[src/rtl/mem_access_ctrl.sv]
// mem_access_ctrl
// Sequences CPU-side requests onto a 16-bit word memory: single-word writes,
// incrementing read bursts of 1..16 words, and read data returned over a
// valid/ready response channel. Sole driver of load/out_en, so they never overlap.
module mem_access_ctrl #(
    parameter int READ_LAT = 1
) (
    input  logic        clk,
    input  logic        reset,
    input  logic        req_valid,
    output logic        req_ready,
    input  logic        req_write,
    input  logic [15:0] req_addr,
    input  logic [3:0]  req_len,
    input  logic [15:0] req_wdata,
    output logic        rsp_valid,
    input  logic        rsp_ready,
    output logic [15:0] rsp_data,
    output logic        rsp_last,
    output logic        busy,
    output logic [15:0] address,
    output logic        load,
    output logic        out_en,
    output logic [15:0] mem_wdata,
    input  logic [15:0] mem_rdata
);

    typedef enum logic [1:0] {IDLE, WRITE, READ, RESP} state_t;

    localparam int               LAT_W    = (READ_LAT > 1) ? $clog2(READ_LAT) : 1;
    localparam logic [LAT_W-1:0] LAT_LAST = LAT_W'(READ_LAT - 1);

    state_t           state, state_next;
    logic [LAT_W-1:0] lat_cnt, lat_cnt_d;
    logic [3:0]       beats_left, beats_left_d;
    logic [15:0]      address_d, mem_wdata_d, rsp_data_d;
    logic             load_d, out_en_d, rsp_valid_d, rsp_last_d;
    logic             accept, lat_done;

    // req_ready is the only output decoded from state rather than registered;
    // it is held low while reset is asserted.
    assign req_ready = (state == IDLE) && !reset;
    assign accept    = req_valid && req_ready;
    assign lat_done  = (lat_cnt == LAT_LAST);

    // State register plus every registered output and datapath register.
    always_ff @(posedge clk) begin
        if (reset) begin
            state      <= IDLE;
            lat_cnt    <= '0;
            beats_left <= 4'd0;
            address    <= 16'h0000;
            mem_wdata  <= 16'h0000;
            rsp_data   <= 16'h0000;
            load       <= 1'b0;
            out_en     <= 1'b0;
            rsp_valid  <= 1'b0;
            rsp_last   <= 1'b0;
            busy       <= 1'b0;
        end else begin
            // NOTE: non-blocking assignments keep every register sampling the
            // pre-edge values, independent of statement order.
            state      <= state_next;
            lat_cnt    <= lat_cnt_d;
            beats_left <= beats_left_d;
            address    <= address_d;
            mem_wdata  <= mem_wdata_d;
            rsp_data   <= rsp_data_d;
            load       <= load_d;
            out_en     <= out_en_d;
            rsp_valid  <= rsp_valid_d;
            rsp_last   <= rsp_last_d;
            busy       <= (state_next != IDLE);
        end
    end

    // Next-state decode.
    always_comb begin
        // NOTE: assigning a default first means no path leaves the signal
        // unassigned, so no latch is inferred.
        state_next = state;
        case (state)
            IDLE:    if (accept) state_next = req_write ? WRITE : READ;
            WRITE:   state_next = IDLE;
            READ:    if (lat_done) state_next = RESP;
            RESP:    if (rsp_ready) state_next = (beats_left == 4'd0) ? IDLE : READ;
            default: state_next = IDLE;
        endcase
    end

    // Next values of the registered outputs; anything not touched holds.
    always_comb begin
        lat_cnt_d    = lat_cnt;
        beats_left_d = beats_left;
        address_d    = address;
        mem_wdata_d  = mem_wdata;
        rsp_data_d   = rsp_data;
        load_d       = load;
        out_en_d     = out_en;
        rsp_valid_d  = rsp_valid;
        rsp_last_d   = rsp_last;
        case (state)
            IDLE: begin
                load_d   = 1'b0;
                out_en_d = 1'b0;
                if (accept) begin
                    address_d = req_addr;
                    if (req_write) begin
                        mem_wdata_d = req_wdata;
                        load_d      = 1'b1;
                    end else begin
                        out_en_d     = 1'b1;
                        beats_left_d = req_len;
                        lat_cnt_d    = '0;
                    end
                end
            end
            WRITE: begin
                load_d = 1'b0;
            end
            READ: begin
                if (lat_done) begin
                    rsp_data_d  = mem_rdata;
                    rsp_valid_d = 1'b1;
                    rsp_last_d  = (beats_left == 4'd0);
                    out_en_d    = 1'b0;
                end else begin
                    lat_cnt_d = lat_cnt + 1'b1;
                end
            end
            RESP: begin
                if (rsp_ready) begin
                    rsp_valid_d = 1'b0;
                    if (beats_left != 4'd0) begin
                        // Address wraps modulo 2^16 through plain 16-bit addition.
                        address_d    = address + 16'd1;
                        beats_left_d = beats_left - 4'd1;
                        lat_cnt_d    = '0;
                        out_en_d     = 1'b1;
                    end
                end
            end
            default: begin
                load_d   = 1'b0;
                out_en_d = 1'b0;
            end
        endcase
    end

endmodule

[config.mk]
export PLATFORM = sky130hd
export DESIGN_NAME = mem_access_ctrl
export DESIGN_NICKNAME = d
export VERILOG_FILES = /design/src/rtl/mem_access_ctrl.sv
export SDC_FILE = /design/constraint.sdc
export NUM_CORES = 1
export LEC_CHECK = 0
export CAP_MARGIN = 10
export CORE_MARGIN = 2
export CORE_UTILIZATION = 25
export DETAILED_ROUTE_END_ITERATION = 16
export DONT_BUFFER_PORTS = 1
export GPL_TIMING_DRIVEN = 0
export SLEW_MARGIN = 10
export SYNTH_ARGS = -nofsm -noshare
export SYNTH_HDL_FRONTEND = slang
export SYNTH_SLANG_ARGS = --single-unit
[constraint.sdc]
create_clock -name clk -period 5.2 [get_ports clk]
set_input_delay 0.26 -clock clk [delete_from_list [all_inputs] [get_ports clk]]
set_output_delay 0.26 -clock clk [all_outputs]
set_load 0.02 [all_outputs]
==> results.py <==
metrics = {
    "placement": {
        "gp_congestion": 0.852,
        "pre_cts_ws_ps": 2950,
        "numPortBuffers": 0,
        "hpwl_mm": 6.17,
        "dp_cells": 488,
        "post_dp_cell_area_mm2": 0.00289,
    },
    "pwr": {
        "p_int_uw": 839,
        "leakagePower_nw": 1.05,
        "vdd_ir_drop_max_uv": 197,
        "p_sw_share_pct": 25.9,
        "switchingPower_uw": 293,
        "power_frac_seq_pct": 45.9,
        "power_frac_clock_pct": 45.7,
        "power_density_mw_per_mm2": 361,
        "pwr-share-comb_pct": 8.4,
    },
    "logic_synthesis": {
        "yosys_register_bits": 59,
        "yosys_warnings": 0,
        "synth_seq_area_share_pct": 43.5,
        "synth_area_leaders": "dfxtp_1 43%, nand2_1 12%, a21oi_1 10%",
        "syn-cell-area_mm2": 0.00272,
        "synth.distinct_cells": 48,
        "synth_edf_count": 0,
        "synth_nets": 407,
        "ys_dominant_reg_cell": "dfxtp_1",
        "postSynthCellCount": 348,
        "synth_top_cell_by_area": "dfxtp_1",
        "synth_top_area_share_pct": 43.5,
        "async_flop_share_pct": 0,
        "synth_area_per_cell_um2": 7.81,
    },
    "floorplan": {
        "die_area_mm2": 0.0117,
        "die_h_um": 108,
        "die_x_um": 108,
        "core_mm2": 0.0107,
        "initial_utilization_pct": 25.3,
        "rows": 38,
        "num_io_pins": 111,
    },
    "timing": {
        "slew_violations": 0,
        "grt_setup_unrepaired": "no",
        "min_period_over_period_pct": 42.8,
        "finalHoldWorstSlack_ps": 34.9,
        "finalSetupViolations": 0,
        "final.min_clock_period_ps": 2230,
        "worst_slew_pin_slew_ps": 876,
        "finalHoldViolCount": 0,
        "worst_slack_ps": 2970,
        "fin_skew_ps": 11.7,
        "slew_headroom_pct": 41.5,
        "fmax_mhz": 449,
        "finalSetupTns_ps": 0,
    },
    "clock_network": {
        "cts_tree": "done",
        "cts_resized": 0,
        "clock-root-buffer": "clkbuf_8",
        "clk_latency_ps": 360,
        "cts_num_sinks": 59,
        "ctsHoldBuffers": 0,
        "cts_htree_levels": 3,
        "clockBufferDepth": 2,
        "cts_made_buffers": 9,
        "postCtsSetupBuffers": 0,
        "cts.clk_slew.worst_paths_ps": 70,
    },
    "routing": {
        "drt_iter0_markers": 123,
        "drtPass1Iterations": 4,
        "routedWlPerCell_um": 16.3,
        "detail-route-antenna-nets": 0,
        "highest_layer": "met4",
        "wl_met1_mm": 3.31,
        "drc": 0,
        "dr_total_vias": 2533,
        "via_per_inst": 5.02,
        "met2_length_mm": 3.86,
        "wl_met3_um": 923,
        "drt_wl_total_mm": 8.26,
    },
    "cells_and_area": {
        "fin_area_mm2": 0.00314,
        "area_growth_pct": 15.4,
        "nets": 418,
        "fillers": 1210,
        "fin_cells": 505,
        "layout-drive-gt1-share_pct": 8.52,
    },
    "global_route": {
        "grt_max_degree": 11,
        "track_usage_pct": 14.8,
        "gr-total-overflow": 0,
        "grt_pass1_wl_mm": 13.0,
        "antenna_found_initial": 0,
        "grt_pass1_vias": 2510,
    },
    "critical_path": {
        "crit_fanout": 9,
        "cp.arrival_ps": 2450,
        "worstSetupStartpointType": "register",
        "end_kind": "register",
        "crit_type": "register to register",
        "cp_data_required_time_ps": 5420,
    },
    "worst_hold_path": {
        "min_path_type": "primary input to register",
    },
    "flow_run": {
        "drv_cap": 0,
    },
    "run_status": {
        "outcome": "finished clean",
    },
}
[cells in the final DEF, fill, tap and decap left out, types with 4 or more instances in the layout]
| cell | count |
|---|---|
| clkbuf_8 | 10 |
| o32ai_1 | 4 |
| o31a_1 | 4 |
| nand4_1 | 5 |
| nand2_1 | 88 |
| and4_1 | 4 |
| a21oi_1 | 56 |
| clkbuf_1 | 15 |
| nor3_1 | 5 |
| and2_1 | 9 |
| inv_1 | 8 |
| o21ai_0 | 13 |
| nor2_1 | 11 |
| nand3_1 | 8 |
| dfxtp_1 | 59 |
| o211ai_1 | 4 |
| buf_2 | 7 |
[power groups by stage]
stage               registers, mW  clock network [mW]  logic [mW]
floorplan                   0.523                   0      0.0747
global placement            0.530                   0      0.0936
detailed placement          0.531                   0      0.0966
CTS                         0.520               0.531      0.0966
global route                0.524               0.549       0.110
finish                      0.520               0.517      0.0953
[per-stage QoR]
step / utilization [%] / power (mW)
3_5_place_dp: 26.9 / 0.627
4_1_cts: 29.2 / 1.15
3_3_place_gp: 26.9 / 0.624
6_report: 29.2 / 1.13
2_1_floorplan: - / 0.598
5_1_grt: 29.2 / 1.18
[logic make-up (layout without fill, tap and decap cells)]
kind of cell / count (synthesis) / in the layout / share of synthesized area [%]
simple gates: 154 / 154 / 27.8
compound gates: 101 / 101 / 22.6
flops: 59 / 59 / 43.5
buf+inv: 31 / 47 / 4.88
fa+ha+maj: 2 / 2 / 0.921
mux: 1 / 1 / 0.414
other cells: 0 / 1 / 0
[path summary, 6_finish.rpt]
check | from | endpoint | slack (ps) | cells past startpoint
max | beats_left[0]$_SDFFE_PP0P_ | address[12]$_SDFFE_PP0P_ | 2970 | 6
min | req_wdata[0] | mem_wdata[0]$_SDFFE_PP0P_ | 30 | 2
max reg2reg | beats_left[0]$_SDFFE_PP0P_ | address[12]$_SDFFE_PP0P_ | 2970 | 6
min reg2reg | beats_left[3]$_SDFFE_PP0P_ | beats_left[3]$_SDFFE_PP0P_ | 520 | 2
[cell type report]
cell class	instances	area, µm²	share of cell area [%]
multi-input cells	258	1400	44.8
flip-flops and latches	59	1180	37.7
well taps	140	175	5.58
clock buffers	11	141	4.51
plain buffers	23	103	3.27
clock inverters	5	100	3.19
inverters	8	30.0	0.957
diodes	1	2.50	0.0798
[layer usage]
| metal | track usage (%) | vias up |
|---|---|---|
| met2 | 23.4 | 86 |
| met1 | 16.8 | 1188 |
| met5 | 0 | - |
| li1 | - | 1245 |
| met4 | 6.78 | 0 |
| met3 | 7.17 | 14 |
[flip-flops by register name, indices dropped and copies added, names as in the netlist]
| signal | cells |
|---|---|
| address | 16 |
| beats_left | 4 |
| busy | 1 |
| load | 1 |
| mem_wdata | 16 |
| out_en | 1 |
| rsp_data | 16 |
| rsp_last | 1 |
| rsp_valid | 1 |
| state | 2 |
[synth_stat cells (2+ instances only)]
| cell | instances |
|---|---|
| nand2_1 | 88 |
| dfxtp_1 | 59 |
| a21oi_1 | 56 |
| clkbuf_1 | 14 |
| o21ai_0 | 13 |
| nor2_1 | 11 |
| and2_1 | 9 |
| inv_1 | 8 |
| nand3_1 | 8 |
| buf_2 | 7 |
| nand4_1 | 5 |
| nor3_1 | 5 |
| and4_1 | 4 |
| o211ai_1 | 4 |
| o31a_1 | 4 |
| o32ai_1 | 4 |
| a31oi_1 | 3 |
| nor2b_1 | 3 |
| nor3b_1 | 3 |
| nor4_1 | 3 |
| o21ai_1 | 3 |
| a21o_1 | 2 |
| a2bb2oi_1 | 2 |
| and3_1 | 2 |
| ha_1 | 2 |
| nand3b_1 | 2 |
| nand4b_1 | 2 |
| or3_1 | 2 |
[worst max-delay path: stages, from the launching register on]
cell      delay [ps]
dfxtp_1          330
inv_1            100
ha_1             220
nor3b_1          740
o21ai_2          300
nand2b_1         290
o32ai_1          120
(Power assumes the default switching activity.)
